<file path="config.mk">
export PLATFORM = sky130hd
export DESIGN_NAME = mem_arbiter_sync
export DESIGN_NICKNAME = d
export VERILOG_FILES = /design/src/rtl/mem_arb_pkg.sv /design/src/rtl/mem_arbiter_sync_rr_arb_pointer.sv /design/src/rtl/mem_arbiter_sync.sv
export SDC_FILE = /design/constraint.sdc
export NUM_CORES = 1
export LEC_CHECK = 0
export BUFFER_PORTS_ARGS = -buffer_cell sky130_fd_sc_hd__buf_2
export CORE_AREA = 2 2 181 183
export CTS_CLUSTER_SIZE = 20
export DETAILED_ROUTE_END_ITERATION = 16
export DIE_AREA = 0 0 183 185
export HOLD_SLACK_MARGIN = 0.02
export PLACE_DENSITY = 0.34
export REMOVE_ABC_BUFFERS = 1
export SLEW_MARGIN = 30
export SYNTH_ARGS = -nofsm -noshare
export SYNTH_HDL_FRONTEND = slang
export SYNTH_SLANG_ARGS = --single-unit
</file>
<file path="constraint.sdc">
create_clock -name clk_i -period 5.4 [get_ports clk_i]
set_input_delay 0.54 -clock clk_i [delete_from_list [all_inputs] [get_ports clk_i]]
set_output_delay 0.54 -clock clk_i [all_outputs]
set_load 0.005 [all_outputs]
</file>
<file path="src/rtl/mem_arb_pkg.sv">
// Shared types and constants for the round-robin memory arbiter.
package mem_arb_pkg;

  typedef enum logic {
    IDLE = 1'b0,
    RESP = 1'b1
  } state_e;

  localparam int unsigned err_cnt_width_lp = 8;
  localparam logic [err_cnt_width_lp-1:0] err_cnt_max_lp = '1;

  function automatic int unsigned num_data_bytes(input int unsigned data_width);
    return data_width / 8;
  endfunction

endpackage

</file>
<file path="src/rtl/mem_arbiter_sync_rr_arb_pointer.sv">
// Round-robin priority select: first valid requester after last_i, wrapping.
module rr_arb_pointer #(
  parameter int num_req_p   = 2,
  parameter int idx_width_p = (num_req_p > 1) ? $clog2(num_req_p) : 1
) (
  input  logic [num_req_p-1:0]   v_i,
  input  logic [idx_width_p-1:0] last_i,
  output logic [num_req_p-1:0]   grant_o,
  output logic [idx_width_p-1:0] idx_o,
  output logic                   any_o
);

  int                     cand;
  logic [idx_width_p-1:0] cand_idx;

  // NOTE: every signal written here gets a default first, so no path leaves
  // a value held and no latch is inferred.
  always_comb begin
    grant_o  = '0;
    idx_o    = '0;
    any_o    = 1'b0;
    cand     = 0;
    cand_idx = '0;
    for (int k = 1; k <= num_req_p; k++) begin
      cand = int'(last_i) + k;
      if (cand >= num_req_p) cand = cand - num_req_p;
      cand_idx = idx_width_p'(cand);
      if (!any_o && v_i[cand_idx]) begin
        any_o             = 1'b1;
        idx_o             = cand_idx;
        grant_o[cand_idx] = 1'b1;
      end
    end
  end

endmodule

</file>
<file path="src/rtl/mem_arbiter_sync.sv">
// Round-robin arbiter sharing one single-port synchronous memory among
// num_req_p requesters; reads hold the arbiter until the response is consumed.
module mem_arbiter_sync
  import mem_arb_pkg::*;
#(
  parameter int          num_req_p          = 2,
  parameter int          data_width_p       = 64,
  parameter int          addr_width_p       = 32,
  parameter int unsigned mem_cap_in_bytes_p = 65536
) (
  input  logic                                 clk_i,
  input  logic                                 reset_n_i,
  input  logic [num_req_p-1:0]                 req_v_i,
  output logic [num_req_p-1:0]                 req_ready_o,
  input  logic [num_req_p-1:0]                 req_w_i,
  input  logic [num_req_p*addr_width_p-1:0]    req_addr_i,
  input  logic [num_req_p*data_width_p-1:0]    req_data_i,
  input  logic [num_req_p*(data_width_p/8)-1:0] req_mask_i,
  output logic [num_req_p-1:0]                 resp_v_o,
  output logic [data_width_p-1:0]              resp_data_o,
  output logic                                 resp_err_o,
  input  logic [num_req_p-1:0]                 resp_yumi_i,
  output logic                                 mem_v_o,
  output logic                                 mem_w_o,
  output logic [addr_width_p-1:0]              mem_addr_o,
  output logic [data_width_p-1:0]              mem_data_o,
  output logic [data_width_p/8-1:0]            mem_mask_o,
  input  logic [data_width_p-1:0]              mem_data_i,
  output logic [err_cnt_width_lp-1:0]          err_cnt_o
);

  localparam int unsigned num_bytes_lp = num_data_bytes(data_width_p);
  localparam int idx_width_lp = (num_req_p > 1) ? $clog2(num_req_p) : 1;
  localparam logic [idx_width_lp-1:0] last_rst_lp  = idx_width_lp'(num_req_p - 1);
  localparam logic [addr_width_p:0]   span_lp      = (addr_width_p + 1)'(num_bytes_lp);
  localparam logic [addr_width_p:0]   cap_lp       = (addr_width_p + 1)'(mem_cap_in_bytes_p);

  state_e                        state_r, state_n;
  logic [idx_width_lp-1:0]       last_r, owner_r, grant_idx;
  logic                          err_r;
  logic [err_cnt_width_lp-1:0]   err_cnt_r;
  logic [num_req_p-1:0]          grant_oh;
  logic                          grant_any, grant_v, in_range, g_w;
  logic [addr_width_p-1:0]       g_addr;
  logic [data_width_p-1:0]       g_data;
  logic [num_bytes_lp-1:0]       g_mask;

  rr_arb_pointer #(
    .num_req_p  (num_req_p),
    .idx_width_p(idx_width_lp)
  ) u_rr_arb_pointer (
    .v_i    (req_v_i),
    .last_i (last_r),
    .grant_o(grant_oh),
    .idx_o  (grant_idx),
    .any_o  (grant_any)
  );

  assign g_addr = req_addr_i[grant_idx*addr_width_p +: addr_width_p];
  assign g_data = req_data_i[grant_idx*data_width_p +: data_width_p];
  assign g_mask = req_mask_i[grant_idx*num_bytes_lp +: num_bytes_lp];
  assign g_w    = req_w_i[grant_idx];

  // One extra bit keeps addr + bytes from wrapping near the top of the space.
  assign in_range = ({1'b0, g_addr} + span_lp) <= cap_lp;
  assign grant_v  = reset_n_i && (state_r == IDLE) && grant_any;

  // NOTE: sequential state uses non-blocking assignments so every register
  // samples pre-edge values; reset is sampled synchronously on the clock.
  always_ff @(posedge clk_i) begin
    if (!reset_n_i) state_r <= IDLE;
    else            state_r <= state_n;
  end

  always_comb begin
    state_n = state_r;
    case (state_r)
      IDLE: if (grant_v && !g_w)         state_n = RESP;
      RESP: if (resp_yumi_i[owner_r])    state_n = IDLE;
      default:                           state_n = IDLE;
    endcase
  end

  always_comb begin
    req_ready_o = grant_v ? grant_oh : '0;
    mem_v_o     = grant_v && in_range;
    mem_w_o     = grant_v && in_range && g_w;
    mem_addr_o  = g_addr;
    mem_data_o  = g_data;
    mem_mask_o  = g_mask;
    resp_v_o    = '0;
    resp_err_o  = 1'b0;
    resp_data_o = '0;
    if (state_r == RESP) begin
      resp_v_o[owner_r] = 1'b1;
      resp_err_o        = err_r;
      resp_data_o       = err_r ? '0 : mem_data_i;
    end
  end

  always_ff @(posedge clk_i) begin
    if (!reset_n_i) begin
      last_r    <= last_rst_lp;
      owner_r   <= '0;
      err_r     <= 1'b0;
      err_cnt_r <= '0;
    end else if (grant_v) begin
      last_r <= grant_idx;
      if (!g_w) begin
        owner_r <= grant_idx;
        err_r   <= !in_range;
      end
      if (!in_range && (err_cnt_r != err_cnt_max_lp)) err_cnt_r <= err_cnt_r + 1'b1;
    end
  end

  assign err_cnt_o = err_cnt_r;

endmodule
</file>
======== Word level (Yosys, flattened, before mapping) ========
Index checks and enable logic that the tools add are counted.
cells by class
  bitwise operators ....................... 3
  muxes and demuxes ....................... 30
  $mul .................................... 0
  magnitude comparators ................... 10
  add/subtract/negate cells ............... 6
  equal/unequal tests ..................... 1
  shift operators ......................... 3
  reduce and logical (&&, ||, !) cells .... 15
  div/mod/pow operators ................... 0
operator list
  cell                                                               number
  two-way mux 64 bit                                                 2
  indexed part select 128 x 8 -> 64 bit                              1
  indexed part select 64 x 7 -> 32 bit                               1
  adder 32 x 4 -> 33 bit, second input constant                      1
  less-or-equal comparator 33 x 17 -> 1 bit, second input constant   1
  two-way mux 1 bit                                                  20
  indexed part select 16 x 5 -> 8 bit                                1
  logical AND 1 bit                                                  10
  adder 8 x 1 -> 8 bit, second input constant                        1
  less-than comparator 1 x 2 -> 1 bit, second input constant         4
  two-way mux 2 bit                                                  4
  inequality test 8 bit, second input constant                       1
  AND reduction 2 bit                                                2
  adder 1 x 2 -> 3 bit, second input constant                        1
  demux 1 bit (select 1 bit)                                         3
  greater-or-equal comparator 1 bit, second input constant           3
  greater-or-equal comparator 3 x 2 -> 1 bit, second input constant  1
  zero test 1 bit                                                    3
  adder 1 x 1 -> 2 bit, second input constant                        1
  greater-or-equal comparator 2 bit, second input constant           1
  NOT 1 bit                                                          2
  bitwise OR 2 bit                                                   1
  one-hot mux 1 bit (2 select lines)                                 1
  subtractor 1 bit, second input constant                            2
word-level totals
  ROM bits ................................ 0
  memories kept ........................... 0
  latch bits .............................. 0
  register bits ........................... 12
  memory bits (writable) .................. 0
  output and inout port bits .............. 183

======== Longest topological paths before layout ========
Gate-level depths: netlist (run 1).
  depth in word-level cells ............... 15
  depth in mapped cells ................... 20
  depth with buffers taken out ............ 13

======== Modules after synthesis ========
From an unflattened synthesis (run 1), not the netlist that was laid out.
second synthesis, totals
  cell total of the unflattened synthesis .. 415
  area, all modules ....................... 3311.9 sq um
modules (own cells, without submodules)
  module            sequential area each (sq um)  cells an instance  area an instance (sq um)  times used
  mem_arbiter_sync  240.2                         410                3279.4                    1
  rr_arb_pointer    0.0                           5                  32.5                      1

======== Worst setup path after synthesis (run 1) ========
Ideal clock, no wire load.
  path kind ............................... input-to-output
  start point ............................. input port req_v_i[1]
  end point ............................... output port mem_w_o
  buffers on the path ..................... 7
  arrival time ............................ 4.035 ns
  slack ................................... 0.825 ns
  stages on the path ...................... 19
  cells stage by stage .................... a21bo_1 > buf_6 > buf_6 > buf_2 > buf_2 > clkbuf_1 > clkbuf_1 > nand2_1 > nand2_1 > ha_1 > nand4_1 > mux2i_4 > o221ai_2 > a21oi_1 > nor3_1 > a2111oi_2 > nand4_2 > buf_6 > nor3_1
between the ends
  longest elaborated chain between the ends .. 11
  elaborated cells on any way between the ends .. 18
RTL lines
  element                                               line                                   RTL
  start: declaration                                    mem_arbiter_sync.sv:13                 input logic [num_req_p-1:0] req_v_i,
  two-way mux 1 bit (implied by the code) (2 in a row)  mem_arbiter_sync_rr_arb_pointer.sv:28  if (!any_o && v_i[cand_idx]) begin
  two-way mux 1 bit                                     mem_arbiter_sync_rr_arb_pointer.sv:28
  zero test 1 bit                                       mem_arbiter_sync_rr_arb_pointer.sv:28
  logical AND 1 bit                                     mem_arbiter_sync_rr_arb_pointer.sv:28
  two-way mux 1 bit *                                   mem_arbiter_sync_rr_arb_pointer.sv:28
  indexed part select 64 x 7 -> 32 bit *                mem_arbiter_sync.sv:59                 assign g_addr = req_addr_i[grant_idx*addr_width_p +: addr_width_p];
  via mem_addr_o[3]                                     mem_arbiter_sync.sv:25                 output logic [addr_width_p-1:0] mem_addr_o,
  adder 32 x 4 -> 33 bit *                              mem_arbiter_sync.sv:65                 assign in_range = ({1'b0, g_addr} + span_lp) <= cap_lp;
  less-or-equal comparator 33 x 17 -> 1 bit *           mem_arbiter_sync.sv:65
  logical AND 1 bit * (2 in a row)                      mem_arbiter_sync.sv:87                 mem_w_o = grant_v && in_range && g_w;
  end: declaration                                      mem_arbiter_sync.sv:24                 output logic mem_w_o,
Mark *: on every way through the listed nets, which the timed path passes. The rest lies on a longest branch. The select of a mux whose other input is x is not followed.

======== Final worst setup path (run 1) ========
  start point ............................. input port req_v_i[0]
  end point ............................... output port mem_w_o
between the ends
  longest elaborated chain between the ends .. 11
  elaborated cells on any way between the ends .. 18
RTL lines
  element                                               line
  two-way mux 1 bit (implied by the code) (2 in a row)  mem_arbiter_sync_rr_arb_pointer.sv:28
  two-way mux 1 bit                                     mem_arbiter_sync_rr_arb_pointer.sv:28
  zero test 1 bit                                       mem_arbiter_sync_rr_arb_pointer.sv:28
  logical AND 1 bit                                     mem_arbiter_sync_rr_arb_pointer.sv:28
  two-way mux 1 bit                                     mem_arbiter_sync_rr_arb_pointer.sv:28
  indexed part select 64 x 7 -> 32 bit                  mem_arbiter_sync.sv:59
  adder 32 x 4 -> 33 bit                                mem_arbiter_sync.sv:65
  less-or-equal comparator 33 x 17 -> 1 bit             mem_arbiter_sync.sv:65
  logical AND 1 bit                                     mem_arbiter_sync.sv:87
  logical AND 1 bit *                                   mem_arbiter_sync.sv:87
Every way passes the cells marked *; elsewhere a longest branch is shown, timed or not. The select of a mux whose other input is x is not followed.

==> results.md, run 1 <==
- Fin. max-slew vios: 0
- Worst-path fanout max: 12
- Power Density: 119 nW/um^2
- Critical-path top delay cell: nand4_2
- Final Hold Fails: 0
- Post-synth top flop: dfxtp_1
- Final wirelength: 22700 um
- Worst Slack Setup Final: 1.16 ns
- Final worst-path cycle share: 0.785
- Wire length of the first global-routing pass: 31900 um
- Gr usage total: 0.121
- Core area: 32000 um^2
- Overflow after GRT: 0
- DRT antenna net count: 0
- Ys async rst share: 0
- CTS tree: built
- Via count: 5610
- Fmax: 236 MHz
- Final nets: 1331
- CP delay by family, top: simple AND/OR/NAND/NOR gates
- EDFF count, synth: 0
- Reg-to-Reg Start: last_r
- Syn avg cell area: 5.60 um^2
- Initial antenna violation count: 7
- Fraction of layout cells with a size suffix above 1: 0.472
- Clock Tree Buf Depth: 2
- Clk slew on worst S/H paths: 0.05 ns
- Vias in the first global route: 5207
- Crit path launch type: primary input
- Area grow syn2layout: 81.8%
- Yosys reg bits: 12
- Max-Cap Viols: 0
- Pre-CTS WS: 1.07 ns
- Hold Path Depth: 1
- Critical R2R Capture: err_cnt_o[1]
- Top cell type's share of synthesized area: 0.305
- CP cell instances: buf_2 -> a21boi_4 -> nand2_1 -> nand2_1 -> ha_1 -> nand4_1 -> mux2i_4 -> o221ai_2 -> a21oi_1 -> nor3_1 -> a2111oi_2 -> nand4_2 -> nor3_1 -> buf_2
- Rows: 66
- R2r worst-path depth: 10
- Worst-margin pin slew: 0.674 ns
- Total CTS buffers: 3
- Critical Path AT: 3.70 ns
- Full die area: 33900 um^2
- Cells after Synth: 614
- Hold buffers post-CTS: 0
- Hold WC Path Type: flip-flop to flip-flop
- Worst Path Required: 4.86 ns
- Clock root buffer: clkbuf_16
- Mean routed wirelength per cell: 15.6 um
- Initial core utilization: 0.107
- Outcome: complete, no violations
- Setup TNS: 0 ns
- Worst-skew pair later-pin latency: 0.24 ns
- Leakage: 3.70 nW
- Dpl hpwl: 19300 um
- Port Buffers: 462
- Slew HR: 0.551
- Hold Crit Start: err_cnt_o[7]
- Setup crit end kind: primary output
- Max stage delay on crit path: 0.41 ns
- CTS H-tree lvls: 1
- Min Tclk post-route: 4.24 ns
- Setup Buffers After CTS: 0
- Netlist cell types: 66
- # IOs: 463
- Most frequent cells in the layout: buf_2, nand2_1, and2_1, mux2i_1, nand3_1
- Mapped Area: 3440 um^2
- CP bufs+invs: 2
- Layout Skew: 0.00112 ns
- Maximum vdd drop: 99.7 uV
- Hold Path Sink: err_cnt_o[7]
- RSZ-0062 raised after global routing: false
- Final setup fails: 0
- Crit Path Category: primary input to primary output
- Routability cong.: 0.770
- First drt pass iteration count: 4
- Post_cts resized: 0
- Most common cell after layout, fill and taps aside: buf_2
- DRT iter0 DRCs: 165
- Sink Count: 12
- Largest net degree at the start of global routing: 114
- Cells taking the most area after synthesis: nand2_1, and2_1, mux2i_1
- Die H: 185 um
- Chip Width: 183 um
- R2r setup slk: 1.88 ns
- Seq/Total Area, Yosys: 0.0699
- Yosys warnings: 0
- Drt drc: 0
- Synth area leader: nand2_1
- Vias/cell: 3.85
sequential cells by signal, summed over array words and instances (netlist names):
register   count
state_r        1
err_cnt_o      8
err_r          1
owner_r        1
last_r         1
logic make-up (layout without fill, tap and decap cells):
| kind of cell | Yosys count | after routing | share of synthesized area |
|---|---|---|---|
| AO/OA/AOI/OAI | 55 | 55 | 0.119 |
| XOR/XNOR | 11 | 11 | 0.0280 |
| adder cells (fa/ha/maj) | 2 | 2 | 0.00728 |
| buffers and inverters | 53 | 487 | 0.0703 |
| flip-flops | 12 | 12 | 0.0699 |
| multiplexers | 29 | 29 | 0.0892 |
| other | 0 | 2 | 0 |
| AND/OR/NAND/NOR | 452 | 452 | 0.616 |
power breakdown:
part	switching, mW	internal (mW)
registers	0.00675	0.0954
logic	0.261	0.227
clock network	0.0424	0.112
worst reg2reg max path: stages, from the launching register on:
cell and delay (ns):
dfxtp_1 0.39, a21bo_4 0.20, buf_12 0.42, mux2i_4 0.50
o221ai_2 0.22, a21oi_1 0.28, nor3_1 0.11, a2111oi_2 0.38
nand4_2 0.41, and3_1 0.33, a31o_1 0.17
metrics by stage:
step                instances   util  area [um^2]  power, mW  hold slack [ns]
floorplan                 578      -         3260      0.320            0.464
global placement         1452  0.192         6150      0.604            0.481
detailed placement       1452  0.192         6150      0.599            0.481
CTS                      1456  0.195         6240      0.760            0.494
global route             1458  0.195         6250      0.815            0.505
finish                   1458  0.195         6250      0.745            0.494
synth_stat cells, types with 2 or more instances:
cell type  number
nand2_1       279
and2_1         67
clkbuf_1       26
mux2i_1        25
nand3_1        23
inv_1          17
nor3_1         16
nor2_1         14
dfxtp_1        12
o21ai_0        11
a21oi_1        10
xnor2_1        10
nand4_1         9
and3_1          6
nand2b_1        6
nor3b_1         6
buf_2           4
buf_6           4
mux2_2          3
nand3b_1        3
nor2b_1         3
o22ai_1         3
o31ai_1         3
a21o_1          2
a31o_2          2
a31oi_1         2
buf_4           2
ha_1            2
nor3_2          2
nor4_1          2
nor4b_1         2
o221ai_1        2
o221ai_2        2
or3_1           2
worst max-delay path by stage:
stage / from / cells past startpoint / to
2_1_floorplan: req_v_i[1] / 12 / mem_w_o
3_3_place_gp: req_v_i[0] / 14 / mem_w_o
3_5_place_dp: req_v_i[0] / 14 / mem_w_o
4_1_cts: req_v_i[0] / 14 / mem_w_o
5_1_grt: req_v_i[0] / 14 / mem_w_o
6_report: req_v_i[0] / 14 / mem_w_o
cell type report:
cell class                      count  area (um^2)
Antenna cell                        2         5.00
Clock buffer                        4         88.8
Fill cell                        3793        25800
Inverter                           17         63.8
Multi-Input combinational cell    549         2970
Sequential cell                    12          240
Tap cell                          408          510
Timing Repair Buffer              466         2370
per-layer routing:
metal	vias up	share of wire	track usage	wire, um
li1	2897	-	-	-
met1	2462	0.42	0.149	9450
met2	221	0.50	0.219	11400
met3	26	0.066	0.0226	1490
met4	4	0.016	0.0256	360
met5	-	0.0011	0	26
Power figures use the tool's default switching activity.
==> run 2: changes to the inputs <==
--- a/config.mk
+++ b/config.mk
@@ -11,7 +11,7 @@
 export DETAILED_ROUTE_END_ITERATION = 16
 export DIE_AREA = 0 0 183 185
 export HOLD_SLACK_MARGIN = 0.02
-export PLACE_DENSITY = 0.34
+export PLACE_DENSITY = 0.36
 export REMOVE_ABC_BUFFERS = 1
 export SLEW_MARGIN = 30
 export SYNTH_ARGS = -nofsm -noshare
==> constraint.sdc (replaced) <==
create_clock -name clk_i -period 3.5 [get_ports clk_i]
set_input_delay 0.35 -clock clk_i [delete_from_list [all_inputs] [get_ports clk_i]]
set_output_delay 0.35 -clock clk_i [all_outputs]
set_load 0.005 [all_outputs]
==> run 2 against run 1 <==
- flip-flop and latch count did not move
- sequential power rose by 56%
- via count fell by 0.61%
- routed wire length fell by 2.7%
- setup slack got worse by 1.0 ns
- final cell count rose by 1.4%
- sequential share of layout area fell by 0.095 points
- global-route usage fell by 0.62 points
==> results.md, run 2 (synthesis results as in run 1) <==
- Final Hold Fails: 0
- Crit path launch type: flip-flop
- CTS tree: built
- Net Sw Frac: 0.413
- Max-Cap Viols: 0
- CP dominant cell by count: buf_4
- First drt pass iteration count: 4
- CP delay by family, top: buffers and inverters
- Internal cell power: 0.690 mW
- CTS H-tree lvls: 1
- Hold WC Path Type: primary input to flip-flop
- DRT met1 WL: 8940 um
- Slew HR: 0.531
- Final Instance Area: 6510 um^2
- Area grow syn2layout: 89.3%
- CP bufs+invs: 5
- Final nets: 1351
- Critical Path AT: 3.03 ns
- Total CTS buffers: 3
- Drt drc: 0
- Sequential Power Share: 0.135
- Psw: 0.486 mW
- Initial core utilization: 0.107
- Sink Count: 12
- Power Density: 181 nW/um^2
- Hold buffers post-CTS: 0
- Highest routed layer: met5
- Clk slew on worst S/H paths: 0.04 ns
- Outcome: complete, no violations
- # IOs: 463
- Most frequent cells in the layout: buf_2, nand2_1, and2_1, mux2i_1, nand3_1
- Vias/cell: 3.77
- Critical-path top delay cell: buf_4
- Worst-path fanout max: 34
- Worst hold slack: 0.415 ns
- Worst-margin pin slew: 0.700 ns
- Leakage: 3.83 nW
- Core area: 32000 um^2
- Port Buffers: 462
- Layout Skew: 0.00393 ns
- Final setup fails: 0
- Final core utilization: 0.203
- Number of flip-flops in the largest register: 8
- Largest net degree at the start of global routing: 64
- Routability cong.: 0.783
- CP cell instances: a21boi_4 -> buf_4 -> nor3_2 -> buf_4 -> o221ai_4 -> buf_4 -> o211a_1 -> a21oi_2 -> a2111oi_2 -> nand4_2 -> buf_6 -> nor2_4 -> buf_2
- DRT antenna net count: 0
- Vias in the first global route: 5154
- Final worst-path cycle share: 0.967
- Fmax: 296 MHz
- Min Tclk post-route: 3.38 ns
- Final wirelength: 22100 um
- Gr usage total: 0.115
- Most common cell after layout, fill and taps aside: buf_2
- Fill cells: 3771
- DR WL met3: 1720 um
- Setup crit end kind: primary output
- Rows: 66
- Clock root buffer: clkbuf_16
- Crit Path Category: flip-flop to primary output
- Met2 WL post-DR: 11200 um
- Area after DPL: 6260 um^2
- Wire length of the first global-routing pass: 30500 um
- Clock Power Share: 0.200
- Clock Tree Buf Depth: 2
- Fin. max-slew vios: 0
- Full die area: 33900 um^2
- Overflow after GRT: 0
- DRT iter0 DRCs: 202
- Chip Width: 183 um
- Worst Path Required: 3.15 ns
- Fraction of layout cells with a size suffix above 1: 0.495
- Via count: 5576
- Maximum vdd drop: 232 uV
- Max stage delay on crit path: 0.41 ns
- Worst-skew pair later-pin latency: 0.24 ns
- Dpl hpwl: 19100 um
- RSZ-0062 raised after global routing: true
- Mean routed wirelength per cell: 15.0 um
- Gate power share: 0.665
- Initial antenna violation count: 9
- Die H: 185 um
[run 2: layout make-up]
cell class                      instances  area, um^2  area share
Multi-Input combinational cell        549        3070       0.472
Timing Repair Buffer                  486        2520       0.388
Sequential cell                        12         244      0.0375
Tap cell                              408         510      0.0785
Antenna cell                            3        7.51     0.00115
Clock buffer                            4        88.8      0.0137
Inverter                               17        63.8     0.00981
[run 2: path summary, 6_finish.rpt]
| check | start | endpoint | slack, ns | cells past startpoint |
|---|---|---|---|---|
| setup reg to reg | last_r | err_cnt_o[7] | 0.24 | 15 |
| hold reg to reg | owner_r | owner_r | 0.50 | 2 |
| setup / recovery | last_r | mem_v_o | 0.12 | 13 |
| hold / removal | resp_yumi_i[0] | state_r | 0.42 | 3 |
[run 2: metrics by stage]
stage / setup TNS, ns / total power [mW] / setup WS [ns] / cells
2_1_floorplan: -72.69 / 0.493 / -2.48 / 578
3_3_place_gp: -0.00747 / 0.944 / -0.00747 / 1468
3_5_place_dp: -0.0331 / 0.938 / -0.0331 / 1468
4_1_cts: -0.0417 / 1.20 / -0.0213 / 1474
5_1_grt: -0.243 / 1.29 / -0.125 / 1478
6_report: 0 / 1.18 / 0.116 / 1479
[run 2: power groups by stage]
| stage | Sequential [mW] | Clock, mW | Combinational (mW) |
|---|---|---|---|
| floorplan | 0.158 | 0 | 0.335 |
| global placement | 0.161 | 0 | 0.783 |
| detailed placement | 0.161 | 0 | 0.777 |
| CTS | 0.159 | 0.244 | 0.792 |
| global route | 0.161 | 0.250 | 0.876 |
| finish | 0.159 | 0.236 | 0.782 |
[run 2: worst min-delay path, delay by kind of cell]
kind	cells	cell delay [ns]
compound gates	1	0.07
simple gates	1	0.09
buf+inv	1	0.09
[run 2: timing repair]
action / 4_1_cts / 5_1_grt
gates resized for setup: 14 / 11
setup endpoints to repair: 2 / 4
gates cloned: 0 / 0
pin swaps: 9 / 9
setup buffers: 2 / 2
[run 2: metal layers]
metal,global-route usage,vias to the layer above
li1,-,2930
met1,0.133,2421
met2,0.216,192
met3,0.0338,23
met4,0.00960,10
met5,0,-
==> run 3: changes to the inputs <==
==> constraint.sdc (replaced) <==
create_clock -name clk_i -period 3 [get_ports clk_i]
set_input_delay 0.3 -clock clk_i [delete_from_list [all_inputs] [get_ports clk_i]]
set_output_delay 0.3 -clock clk_i [all_outputs]
set_load 0.005 [all_outputs]
==> run 3 against run 2 <==
- the run now ends with negative setup slack left
- final area rose by 3.1%
- worst hold slack worse by 0.035 ns
- non-clock buffer count rose by 29
- via count grew 2.6%
- count of clock-buffer cells in the layout fell by 1
- power increased by 17%
- sequential power up 16%
- critical path depth increased by 1
- setup slack worse by 0.45 ns
- critical path type unchanged
- die area stayed put
- routed wire length is 0.47% lower
- combinational power increased by 22%
==> results.md, run 3 (synthesis results as in run 1) <==
- Largest net degree at the start of global routing: 65
- Hold Path Depth: 3
- Final core utilization: 0.209
- Initial core utilization: 0.107
- Chip Width: 183 um
- Finished Layout Cells: 1509
- Inst Count DP: 1494
- Overall power: 1.38 mW
- Full die area: 33900 um^2
- CTS H-tree lvls: 1
- R2r setup slk: -0.17 ns
- Via count: 5719
- Fraction of layout cells with a size suffix above 1: 0.504
- Critical-path top delay cell: o41ai_4
- Area grow syn2layout: 95.2%
- First drt pass iteration count: 4
- Final worst-path cycle share: 1.11
- Total CTS buffers: 3
- Power Density: 206 nW/um^2
- Max-Cap Viols: 0
- Port Buffers: 462
- Layout Skew: 0.00191 ns
- Failing checks: negative setup slack
- Clk slew on worst S/H paths: 0.04 ns
- Rows: 66
- Critical Path AT: 3.03 ns
- Final Hold Fails: 0
- Slew HR: 0.569
- Reg-to-Reg Start: last_r
- # IOs: 463
- Most frequent cells in the layout: buf_2, nand2_1, and2_1, buf_4, mux2i_1
- Setup crit end kind: primary output
- DRT antenna net count: 0
- Core area: 32000 um^2
- Worst-margin pin slew: 0.647 ns
- Gr usage total: 0.115
- Max stage delay on crit path: 0.42 ns
- CTS tree: built
- Hold Crit Start: resp_yumi_i[0]
- Final nets: 1380
- Crit Path Category: flip-flop to primary output
- CP cell instances: a21boi_4 -> nand2_1 -> nand2_2 -> ha_4 -> nand4_1 -> mux2i_4 -> o221ai_2 -> xnor2_1 -> a31o_2 -> o41ai_4 -> nand4_4 -> buf_12 -> nor2_1 -> buf_2
- Vias in the first global route: 5377
- Clock Tree Buf Depth: 2
- Hold WC Path Type: primary input to flip-flop
- Worst-path fanout max: 5
- Dpl hpwl: 19200 um
- Vias/cell: 3.79
- Routability cong.: 0.793
- Hold buffers post-CTS: 0
- Most common cell after layout, fill and taps aside: buf_2
- RSZ-0062 raised after global routing: true
- Min Tclk post-route: 3.33 ns
- Worst-skew pair later-pin latency: 0.24 ns
- Sink Count: 12
- Worst Path Required: 2.70 ns
- Final wirelength: 22000 um
- Crit path launch type: flip-flop
- Critical R2R Capture: err_cnt_o[1]
- Fmax: 300 MHz
- Worst Slack Setup Final: -0.332 ns
- Final setup fails: 11
- DRT iter0 DRCs: 172
- Outcome: finished with violations
- Leakage: 3.98 nW
- Fin. max-slew vios: 0
- Clock root buffer: clkbuf_16
- Initial antenna violation count: 7
- Overflow after GRT: 0
- Maximum vdd drop: 147 uV
- Die H: 185 um
- Drt drc: 0
- Number of flip-flops in the largest register: 8
- Mean routed wirelength per cell: 14.6 um
- R2r worst-path depth: 15
- Wire length of the first global-routing pass: 30800 um
- Hold Path Sink: state_r
## run 3: cell type report
| class | count | area [um^2] |
|---|---|---|
| diodes | 5 | 12.5 |
| inverters | 17 | 63.8 |
| well taps | 408 | 510 |
| repair buffers | 515 | 2730 |
| flip-flops and latches | 12 | 241 |
| multi-input cells | 549 | 3070 |
| fillers | 3682 | 25300 |
| clock buffers | 3 | 75.1 |
## run 3: timing repair
action	4_1_cts	5_1_grt
buffers inserted	6	1
gates resized for setup	14	5
endpoints found under the setup margin	11	11
pin swaps	7	3
## run 3: worst max-delay path, delay by kind of cell, from the launching register on
kind,cells,cell delay [ns]
simple gates,5,0.56
xor+xnor,1,0.15
compound gates,4,1.02
mux,1,0.29
buf+inv,2,0.29
fa+ha+maj,1,0.14
flops,1,0.34
## run 3: power by group
part           switching, mW  internal, mW  total, mW
logic                  0.490         0.461      0.951
clock network         0.0694         0.174      0.243
registers             0.0128         0.172      0.185
total                  0.572         0.807       1.38
## run 3: per-layer routing
layer,routed length [um],up-vias,part of all wire,track usage
met2,11200,201,0.51,0.214
met3,1670,8,0.076,0.0326
li1,-,2991,-,-
met4,104,4,0.0047,0.0138
met1,9010,2515,0.41,0.134
met5,24,-,0.0011,0
## run 3: worst max path at each step
stage          startpoint       to  slack, ns  cells after the start
3_3_place_gp   req_v_i[0]  mem_v_o      -0.38                     13
4_1_cts            last_r  mem_v_o      -0.46                     15
2_1_floorplan      last_r  mem_w_o      -2.93                     12
5_1_grt            last_r  mem_w_o      -0.54                     13
3_5_place_dp   req_v_i[0]  mem_v_o      -0.45                     15
6_report           last_r  mem_v_o      -0.33                     14
## run 3: through the flow
step	TNS (ns)	worst slack, ns	hold slack, ns	instance area [um^2]
final	-1.29	-0.332	0.380	6710
after global routing	-3.53	-0.541	0.399	6700
after CTS	-2.96	-0.463	0.378	6650
after detailed placement	-3.49	-0.451	0.486	6460
after global placement	-2.56	-0.381	0.480	6460
after floorplan	-125.39	-2.93	0.442	3260
